--- config.mk ---
export PLATFORM = sky130hd
export DESIGN_NAME = prefetch_fill_ctrl
export DESIGN_NICKNAME = d
export VERILOG_FILES = /design/src/rtl/prefetch_fill_ctrl_pkg.sv /design/src/rtl/prefetch_fill_ctrl_pack.sv /design/src/rtl/prefetch_fill_ctrl.sv
export SDC_FILE = /design/constraint.sdc
export NUM_CORES = 1
export LEC_CHECK = 0
export ABC_AREA = 1
export BUFFER_PORTS_ARGS = -buffer_cell sky130_fd_sc_hd__buf_2
export CAP_MARGIN = 20
export CORE_UTILIZATION = 58
export CTS_BUF_LIST = sky130_fd_sc_hd__clkbuf_4 sky130_fd_sc_hd__clkbuf_8
export CTS_CLUSTER_DIAMETER = 80
export DETAILED_ROUTE_END_ITERATION = 6
export PLACE_DENSITY_LB_ADDON = 0.1
export SYNTH_ARGS = -nofsm -noshare
export SYNTH_HDL_FRONTEND = slang
export SYNTH_SLANG_ARGS = --single-unit
--- constraint.sdc ---
create_clock -name clk -period 4.2 [get_ports clk]
set_input_delay 0.84 -clock clk [delete_from_list [all_inputs] [get_ports clk]]
set_output_delay 0.84 -clock clk [all_outputs]
set_load 0.005 [all_outputs]
--- src/rtl/prefetch_fill_ctrl_pkg.sv ---
// Shared definitions for the prefetch FIFO fill sequencer.
package prefetch_fill_ctrl_pkg;

  // Length codes carried by fault markers in the prefetch FIFO.
  localparam logic [3:0] PREFETCH_GP_FAULT = 4'd15;
  localparam logic [3:0] PREFETCH_PF_FAULT = 4'd14;

  // Default sizing of the downstream FIFO and the issue threshold.
  localparam int unsigned DEF_FIFO_DEPTH     = 16;
  localparam int unsigned DEF_ISSUE_MAX_USED = DEF_FIFO_DEPTH - 4;

  typedef enum logic [2:0] {
    StIdle  = 3'd0,
    StIssue = 3'd1,
    StWait  = 3'd2,
    StDrain = 3'd3,
    StDone  = 3'd4
  } fill_state_e;

endpackage

--- src/rtl/prefetch_fill_ctrl_pack.sv ---
// Per-beat packing: byte offset, entry length and right-aligned data.
module prefetch_fill_ctrl_pack (
  input  logic [1:0]  addr_lo_i,
  input  logic [32:0] remaining_i,
  input  logic [31:0] data_i,
  output logic [3:0]  len_o,
  output logic [31:0] data_o
);

  logic [2:0] room;

  // Length is the bytes left in this dword, clipped by the remaining limit.
  always_comb begin
    room = 3'd4 - {1'b0, addr_lo_i};
    if (remaining_i < {30'd0, room}) begin
      len_o = {1'b0, remaining_i[2:0]};
    end else begin
      len_o = {1'b0, room};
    end
    data_o = data_i >> {addr_lo_i, 3'b000};
  end

endmodule

--- src/rtl/prefetch_fill_ctrl.sv ---
// Fills the instruction prefetch FIFO from aligned 16-byte line reads.
module prefetch_fill_ctrl
  import prefetch_fill_ctrl_pkg::*;
#(
  parameter int unsigned FIFO_DEPTH     = DEF_FIFO_DEPTH,
  parameter int unsigned ISSUE_MAX_USED = DEF_ISSUE_MAX_USED
) (
  input  logic        clk,
  input  logic        rst_n,
  input  logic        pr_reset,
  input  logic        start_do,
  input  logic [31:0] start_address,
  input  logic [31:0] start_limit_remaining,
  input  logic [4:0]  prefetchfifo_used,
  output logic        mem_req,
  output logic [31:0] mem_address,
  input  logic        mem_ack,
  input  logic        mem_data_valid,
  input  logic [31:0] mem_data,
  input  logic        mem_data_last,
  input  logic        mem_pf,
  output logic        prefetchfifo_write_do,
  output logic [35:0] prefetchfifo_write_data,
  output logic        prefetchfifo_signal_limit_do,
  output logic        prefetchfifo_signal_pf_do,
  output logic        busy
);

  localparam logic [4:0] IssueMax = 5'(ISSUE_MAX_USED);
  localparam logic [4:0] DepthW   = 5'(FIFO_DEPTH);

  fill_state_e state_q, state_d;
  logic [31:0] cur_addr_q, cur_addr_d;
  logic [32:0] remaining_q, remaining_d;
  logic [1:0]  beat_q, beat_d;
  logic        start_pend_q, start_pend_d;
  logic        mem_req_q, mem_req_d;
  logic [31:0] mem_address_q, mem_address_d;
  logic        write_do_q, write_do_d;
  logic [35:0] write_data_q, write_data_d;
  logic        limit_do_q, limit_do_d;
  logic        pf_do_q, pf_do_d;

  logic [3:0]  pack_len;
  logic [31:0] pack_data;
  logic        line_end;
  logic        line_done;
  logic        acked;
  logic        beat_use;

  prefetch_fill_ctrl_pack u_pack (
    .addr_lo_i   (cur_addr_q[1:0]),
    .remaining_i (remaining_q),
    .data_i      (mem_data),
    .len_o       (pack_len),
    .data_o      (pack_data)
  );

  // Next-state, stream bookkeeping and registered FIFO/memory strobes.
  always_comb begin
    state_d       = state_q;
    cur_addr_d    = cur_addr_q;
    remaining_d   = remaining_q;
    beat_d        = beat_q;
    start_pend_d  = start_pend_q;
    mem_req_d     = mem_req_q;
    mem_address_d = mem_address_q;
    write_do_d    = 1'b0;
    write_data_d  = '0;
    limit_do_d    = 1'b0;
    pf_do_d       = 1'b0;

    line_end  = mem_data_valid && mem_data_last;
    line_done = line_end || mem_pf;
    acked     = mem_req_q && mem_ack;
    // A beat is used only when it holds the next wanted byte and budget is left.
    beat_use  = (beat_q == cur_addr_q[3:2]) && (remaining_q != 33'd0);

    unique case (state_q)
      StIdle, StDone: begin
        if (pr_reset) begin
          state_d = StIdle;
        end else if (start_do) begin
          cur_addr_d  = start_address;
          remaining_d = {1'b0, start_limit_remaining} + 33'd1;
          state_d     = StIssue;
        end
      end

      StIssue: begin
        if (pr_reset) begin
          mem_req_d    = 1'b0;
          start_pend_d = 1'b0;
          state_d      = acked ? StDrain : StIdle;
        end else if (start_do) begin
          cur_addr_d  = start_address;
          remaining_d = {1'b0, start_limit_remaining} + 33'd1;
          mem_req_d   = 1'b0;
          if (acked) begin
            start_pend_d = 1'b1;
            state_d      = StDrain;
          end
        end else if (mem_req_q) begin
          if (mem_ack) begin
            mem_req_d = 1'b0;
            beat_d    = 2'd0;
            state_d   = StWait;
          end
        end else if (remaining_q == 33'd0) begin
          // Marker still needs a free FIFO slot.
          if (prefetchfifo_used < DepthW) begin
            limit_do_d   = 1'b1;
            write_data_d = {PREFETCH_GP_FAULT, 32'd0};
            state_d      = StDone;
          end
        end else if (prefetchfifo_used <= IssueMax) begin
          mem_req_d     = 1'b1;
          mem_address_d = {cur_addr_q[31:4], 4'b0000};
        end
      end

      StWait: begin
        if (pr_reset) begin
          start_pend_d = 1'b0;
          state_d      = line_done ? StIdle : StDrain;
        end else if (start_do) begin
          cur_addr_d   = start_address;
          remaining_d  = {1'b0, start_limit_remaining} + 33'd1;
          start_pend_d = !line_done;
          state_d      = line_done ? StIssue : StDrain;
        end else if (mem_pf) begin
          pf_do_d      = 1'b1;
          write_data_d = {PREFETCH_PF_FAULT, 32'd0};
          state_d      = StDone;
        end else if (mem_data_valid) begin
          beat_d = beat_q + 2'd1;
          if (beat_use) begin
            write_do_d   = 1'b1;
            write_data_d = {pack_len, pack_data};
            remaining_d  = remaining_q - {29'd0, pack_len};
            cur_addr_d   = cur_addr_q + {28'd0, pack_len};
          end
          if (mem_data_last) begin
            state_d = StIssue;
          end
        end
      end

      StDrain: begin
        // A flush here keeps draining the in-flight line but cancels any latched start.
        if (pr_reset) begin
          start_pend_d = 1'b0;
        end else if (start_do) begin
          cur_addr_d   = start_address;
          remaining_d  = {1'b0, start_limit_remaining} + 33'd1;
          start_pend_d = 1'b1;
        end
        if (line_done) begin
          state_d      = start_pend_d ? StIssue : StIdle;
          start_pend_d = 1'b0;
        end
      end

      default: begin
        state_d   = StIdle;
        mem_req_d = 1'b0;
      end
    endcase
  end

  // State and output registers with synchronous active-low reset.
  always_ff @(posedge clk) begin
    if (!rst_n) begin
      state_q       <= StIdle;
      cur_addr_q    <= '0;
      remaining_q   <= '0;
      beat_q        <= '0;
      start_pend_q  <= 1'b0;
      mem_req_q     <= 1'b0;
      mem_address_q <= '0;
      write_do_q    <= 1'b0;
      write_data_q  <= '0;
      limit_do_q    <= 1'b0;
      pf_do_q       <= 1'b0;
    end else begin
      state_q       <= state_d;
      cur_addr_q    <= cur_addr_d;
      remaining_q   <= remaining_d;
      beat_q        <= beat_d;
      start_pend_q  <= start_pend_d;
      mem_req_q     <= mem_req_d;
      mem_address_q <= mem_address_d;
      write_do_q    <= write_do_d;
      write_data_q  <= write_data_d;
      limit_do_q    <= limit_do_d;
      pf_do_q       <= pf_do_d;
    end
  end

  assign mem_req                      = mem_req_q;
  assign mem_address                  = mem_address_q;
  assign prefetchfifo_write_do        = write_do_q;
  assign prefetchfifo_write_data      = write_data_q;
  assign prefetchfifo_signal_limit_do = limit_do_q;
  assign prefetchfifo_signal_pf_do    = pf_do_q;
  assign busy                         = (state_q != StIdle);

endmodule

* After elaboration in Yosys (flattened, before gate mapping)
Cells that the tools add are included.
** Word-level totals
- Register bits after elaboration :: 139
- Word-level logic and storage cells :: 157
- Bits of input ports :: 109
- Output and inout port bits :: 73
** Cells by class
- Reduce and logical (&&, ||, !) cells :: 23
- Add/subtract/negate cells :: 5
- Eq/ne operators :: 29
- Bitwise logic cells :: 8
- Shifts and indexed selects :: 1
- Magnitude comparators :: 3
- Multiplexer cells :: 77
** Operator list (count)
- $mux 36 :: 10
- $mux 33 :: 7
- $mux 32 :: 7
- $pmux 36 s2 :: 1
- $pmux 33 s2 :: 1
- $pmux 32 s2 :: 1
- $mux 3 :: 16
- $add 32x1->33 const B :: 1
- $logic_not 33->1 :: 1
- $lt 33x3->1 :: 1
- $reduce_bool 33->1 :: 1
- $sub 33x4->33 :: 1
- $add 32x4->32 :: 1
- $shr 32x5->32 :: 1
- $ne 5x5->1 const B :: 5
- $mux 2 :: 11
- $ne 3x3->1 const B :: 7
- $ne 2x2->1 const B :: 10
- $mux 1 :: 19
- $pmux 3 s4 :: 1
- $reduce_or 4->1 :: 3
- $reduce_or 6->1 :: 2
- $reduce_and 9->1 :: 1
- $not 1->1 :: 8
- other kinds (24) :: 29

* Depth between registers and ports, before layout
- Depth in word-level cells :: 10
- Mapped depth :: 26
- Mapped depth without buffers :: 24

* Cells and area by module
Synthesis repeated with hierarchy kept, for this count alone.
** Unflattened totals
- Cells, all modules :: 1584
- Area total of the unflattened synthesis :: 9716.8 sq um
** By module, submodules not included
- prefetch_fill_ctrl :: sequential area each 2782.7 sq um, times used 1, cells an instance 1429, area an instance 8778.4 sq um
- prefetch_fill_ctrl_pack :: sequential area each 0.0 sq um, times used 1, cells an instance 155, area an instance 938.4 sq um

* Worst setup path before layout
No wires, ideal clock.
- Path kind :: register to register
- Start :: register cur_addr_q[0]
- End :: register cur_addr_q[24]
- Clock period less this slack :: 3.889 ns
- Stages on the path, launching flop included :: 24
- Arrival :: 3.767 ns
- Setup time :: 0.122 ns
- Required time :: 4.078 ns
- Buffers on the path :: 2
- Path slack :: 0.311 ns
- Path through :: dfxtp_1 -> clkbuf_1 -> clkinv_1 -> clkbuf_1 -> ha_1 -> inv_1 -> ha_1 -> nand3_1 -> a21oi_1 -> nor3_1 -> nand2_1 -> nand2_1 -> o21ai_0 -> inv_1 -> ha_1 -> inv_1 -> fa_1 -> o21ai_2 -> nand2_1 -> nor2_2 -> nand2_1 -> xor2_1 -> a21boi_0 -> a21oi_1
** Between the ends
- Longest elaborated chain between the ends :: 10
** Ends and longest elaborated chain
- from (decl) :: line prefetch_fill_ctrl.sv:33 : logic [31:0] cur_addr_q, cur_addr_d;
- from (signal assigned) :: line prefetch_fill_ctrl.sv:187 : cur_addr_q <= cur_addr_d;
- $sub 3x2->3 :: line prefetch_fill_ctrl_pack.sv:14 : room = 3'd4 - {1'b0, addr_lo_i};
- $lt 33x3->1 :: line prefetch_fill_ctrl_pack.sv:15 : if (remaining_i < {30'd0, room}) begin
- $mux 3 :: line prefetch_fill_ctrl_pack.sv:15
- $add 32x4->32 * :: line prefetch_fill_ctrl.sv:141 : cur_addr_d = cur_addr_q + {28'd0, pack_len};
- $mux 32 * :: line prefetch_fill_ctrl.sv:137 : if (beat_use) begin
- $mux 32 * :: line prefetch_fill_ctrl.sv:135 : end else if (mem_data_valid) begin
- $mux 32 * :: line prefetch_fill_ctrl.sv:131 : end else if (mem_pf) begin
- $mux 32 * :: line prefetch_fill_ctrl.sv:126 : end else if (start_do) begin
- $mux 32 * :: line prefetch_fill_ctrl.sv:123 : if (pr_reset) begin
- $pmux 32 s2 * :: line prefetch_fill_ctrl.sv:79 : unique case (state_q)
Mark *: on every way between the ends. The rest lies on a longest branch, timed or not. The select of a mux whose other input is x is not followed.
A chain may end at the register's enable or synchronous reset.

* Worst setup path after layout
- Start :: register cur_addr_q[0]
- End :: register cur_addr_q[30]
The elaborated chain is that of the path after synthesis.

==> flow_metrics.env <==
export IMPL_status="finished clean"
export IMPL_syn_area_mm2=0.00923
export IMPL_r2r_end="cur_addr_q[30]"
export IMPL_min_period_ps=3800
export IMPL_path_clk_slew_ps=90
export IMPL_worst_slew_pin_slew_ps=785
export IMPL_end_kind="flop"
export IMPL_worst_hold_path_type="reg -> reg"
export IMPL_insertion_delay_ps=480
export IMPL_root_buffer="clkbuf_8"
export IMPL_cts_buffer_depth=2
export IMPL_maxCapViolCount=0
export IMPL_clock_sinks=139
export IMPL_antenna_found_initial=0
export IMPL_syn_inst=1499
export IMPL_fp_coreArea_mm2=0.0154
export IMPL_setup_ws_ps=400
export IMPL_place_ws_ps=373
export IMPL_postCtsSetupRepairBufs=0
export IMPL_grt_ovfl_total=0
export IMPL_cts_tree="built"
export IMPL_min_period_over_period_pct=90.5
export IMPL_die_area_mm2=0.0164
export IMPL_crit_arrival_ps=4160
export IMPL_async_flop_share_pct=0
export IMPL_die_y_um=128
export IMPL_portBuffers=177
export IMPL_crit_type="reg -> reg"
export IMPL_critPathMaxFanout=7
export IMPL_initialDrtViolationCount=994
export IMPL_viasPerCell=5.37
export IMPL_drt_pass1_iter_count=7
export IMPL_n_antenna_cell=0
export IMPL_nets=1772
export IMPL_r2r_cells=22
export IMPL_ios=182
export IMPL_grt_pass1_vias=8845
export IMPL_start_util_pct=60.0
export IMPL_powerDensity_mw_per_mm2=452
export IMPL_nFillCells=1474
export IMPL_final_util_pct=68.9
export IMPL_ys_flop_type="dfxtp_1"
export IMPL_numCtsBuffers=17
export IMPL_avgSynthCellArea_um2=6.16
export IMPL_area_growth_pct=14.8
export IMPL_wirelength_mm=26.6
export IMPL_setup_viol=0
export IMPL_crit_required_ps=4560
export IMPL_p_leak_nw=5.02
export IMPL_min_path_cells=2
export IMPL_vias=10100
export IMPL_routabilityCongestion=1.01
export IMPL_slew_headroom_pct=47.6
export IMPL_cp_start_kind="flop"
export IMPL_drcViolationCount=0
export IMPL_die_w_um=128
export IMPL_maxSlewViolCount=0
export IMPL_ir_worst_vdd_mv=0.232
export IMPL_fin_setup_tns_ps=0
export IMPL_postRouteAntennaNets=0
export IMPL_grt_pass1_wl_mm=43.2
export IMPL_multi_input_area_mm2=0.00553
export IMPL_seqCellArea_mm2=0.00278
export IMPL_wl_per_cell_um=14.2
export IMPL_num_rows=45
export IMPL_grt_util_all_layers_pct=33.4
export IMPL_drive_above_1_share_pct=17.5
export IMPL_rsz0062_at_grt="no"
export IMPL_finClkSkew_ps=17.7
export IMPL_rrSetupSlack_ps=400
export IMPL_layout_commonest_cell="nand2_1"
export IMPL_dp_hpwl_mm=19.6
export IMPL_final_hold_viol_count=0
export IMPL_hold_path_startpoint="mem_address[8]"
export IMPL_r2r_start="cur_addr_q[0]"
export IMPL_mostFrequentLayoutCells="nand2_1, nor2_1, buf_2, inv_1, dfxtp_1"
export IMPL_grt_max_degree=76
export IMPL_synth_seq_area_share_pct=30.2
export IMPL_fmax_ghz=0.263
export IMPL_yosys_warnings=0
export IMPL_synth_edf_count=0
export IMPL_ys_ff_latch=139
export IMPL_post_synth_num_cell_types=52
export IMPL_hold_end="mem_address[8]"
export IMPL_h_tree_depth=4
==> worst max path at each step <==
stage	start	endpoint	slack, ps	cells past startpoint
finish	cur_addr_q[0]	cur_addr_q[30]	400	22
global route	cur_addr_q[0]	cur_addr_q[30]	60	22
CTS	cur_addr_q[0]	cur_addr_q[30]	360	22
detailed placement	cur_addr_q[0]	cur_addr_q[30]	370	22
global placement	cur_addr_q[0]	cur_addr_q[30]	530	22
floorplan	cur_addr_q[0]	cur_addr_q[24]	310	23
==> sequential cells by signal (all words and copies together), names as in the netlist <==
name,flops
mem_address,28
mem_req,1
remaining_q,33
prefetchfifo_write_data,36
state_q,3
prefetchfifo_signal_pf_do,1
prefetchfifo_write_do,1
cur_addr_q,32
start_pend_q,1
prefetchfifo_signal_limit_do,1
beat_q,2
==> worst max-delay path, cell delays in order (launching register included) <==
cell,delay [ps]
dfxtp_1,340
clkinv_1,80
ha_1,270
inv_1,50
ha_1,280
nand3_1,100
a21oi_1,50
nor3_1,260
nand2_1,160
nand2_1,80
o21ai_0,100
inv_1,100
ha_1,170
inv_1,50
fa_1,460
o21ai_4,290
nand2_1,170
nor2_1,260
nand2_1,80
nand2_1,60
a21oi_1,50
a21oi_1,150
a21oi_1,70
==> per-layer routing <==
layer | global-route usage, % | part of all wire, %
met5 | 0 | 0
met4 | 10.7 | 1.7
met3 | 4.92 | 7.2
met2 | 53.2 | 45
met1 | 46.2 | 46
==> synthesized netlist by cell type, types with 3 or more instances <==
| cell type | n | area share (%) |
|---|---|---|
| nand2_1 | 428 | 17 |
| nor2_1 | 220 | 8.9 |
| inv_1 | 150 | 6.1 |
| dfxtp_1 | 139 | 30 |
| o21ai_0 | 107 | 5.8 |
| a21oi_1 | 86 | 4.7 |
| nand3_1 | 76 | 4.1 |
| nor3_1 | 29 | 1.6 |
| clkbuf_1 | 25 | 1.0 |
| xor2_1 | 24 | 2.3 |
| nand4_1 | 23 | 1.6 |
| a211oi_1 | 18 | 1.5 |
| buf_2 | 17 | 0.92 |
| a21oi_2 | 15 | 1.4 |
| inv_2 | 14 | 0.57 |
| nand2_2 | 12 | 0.81 |
| nand3b_1 | 12 | 0.98 |
| ha_1 | 10 | 1.4 |
| mux2i_1 | 9 | 0.98 |
| nor2_2 | 8 | 0.54 |
| or2_2 | 7 | 0.47 |
| buf_4 | 6 | 0.49 |
| buf_6 | 6 | 0.73 |
| nor2_4 | 5 | 0.61 |
| o21ai_1 | 5 | 0.27 |
| xnor2_1 | 5 | 0.47 |
| a21boi_0 | 4 | 0.33 |
| buf_1 | 3 | 0.12 |
| clkinv_1 | 3 | 0.12 |
| nor4_1 | 3 | 0.20 |
| o31ai_1 | 3 | 0.24 |
==> per-stage QoR <==
step	power, W	cell area, µm²	std cells	hold slack, ps
4_1_cts	0.00476	10600	1875	446
5_1_grt	0.00515	10600	1875	461
6_report	0.00479	10600	1875	442
2_1_floorplan	0.00314	9240	1502	436
3_3_place_gp	0.00359	10200	1843	430
3_5_place_dp	0.00362	10200	1843	433
==> report_power, final <==
| group | leakage [nW] | switching [W] | internal (W) |
|---|---|---|---|
| logic | 3.68 | 0.00131 | 0.000660 |
| clock network | 0.204 | 0.000579 | 0.000571 |
| registers | 1.13 | 0.000189 | 0.00147 |
| total | 5.02 | 0.00208 | 0.00270 |
==> area by class of cell <==
class | count | area share, %
multi-input cells | 1138 | 52.1
clock inverters | 13 | 1.45
repair buffers | 188 | 9.26
flip-flops and latches | 139 | 26.3
inverters | 167 | 5.92
well taps | 211 | 2.49
clock buffers | 19 | 2.47
==> cell families after synthesis <==
group,after synthesis,share of synthesized area [%]
and+or+nand+nor,835,38.8
AOI/OAI and AO/OA,249,15.3
buffers and inverters,225,10.2
DFF,139,30.2
xor gates and xnor gates,29,2.75
adders and majority gates,12,1.79
muxes,9,0.976
other,1,0.0406
==> repair_timing <==
item                       4_1_cts  5_1_grt
setup endpoints to repair        0        1
gates resized for setup          0        1
hold buffers                     0        0
Power figures use the tool's default switching activity.
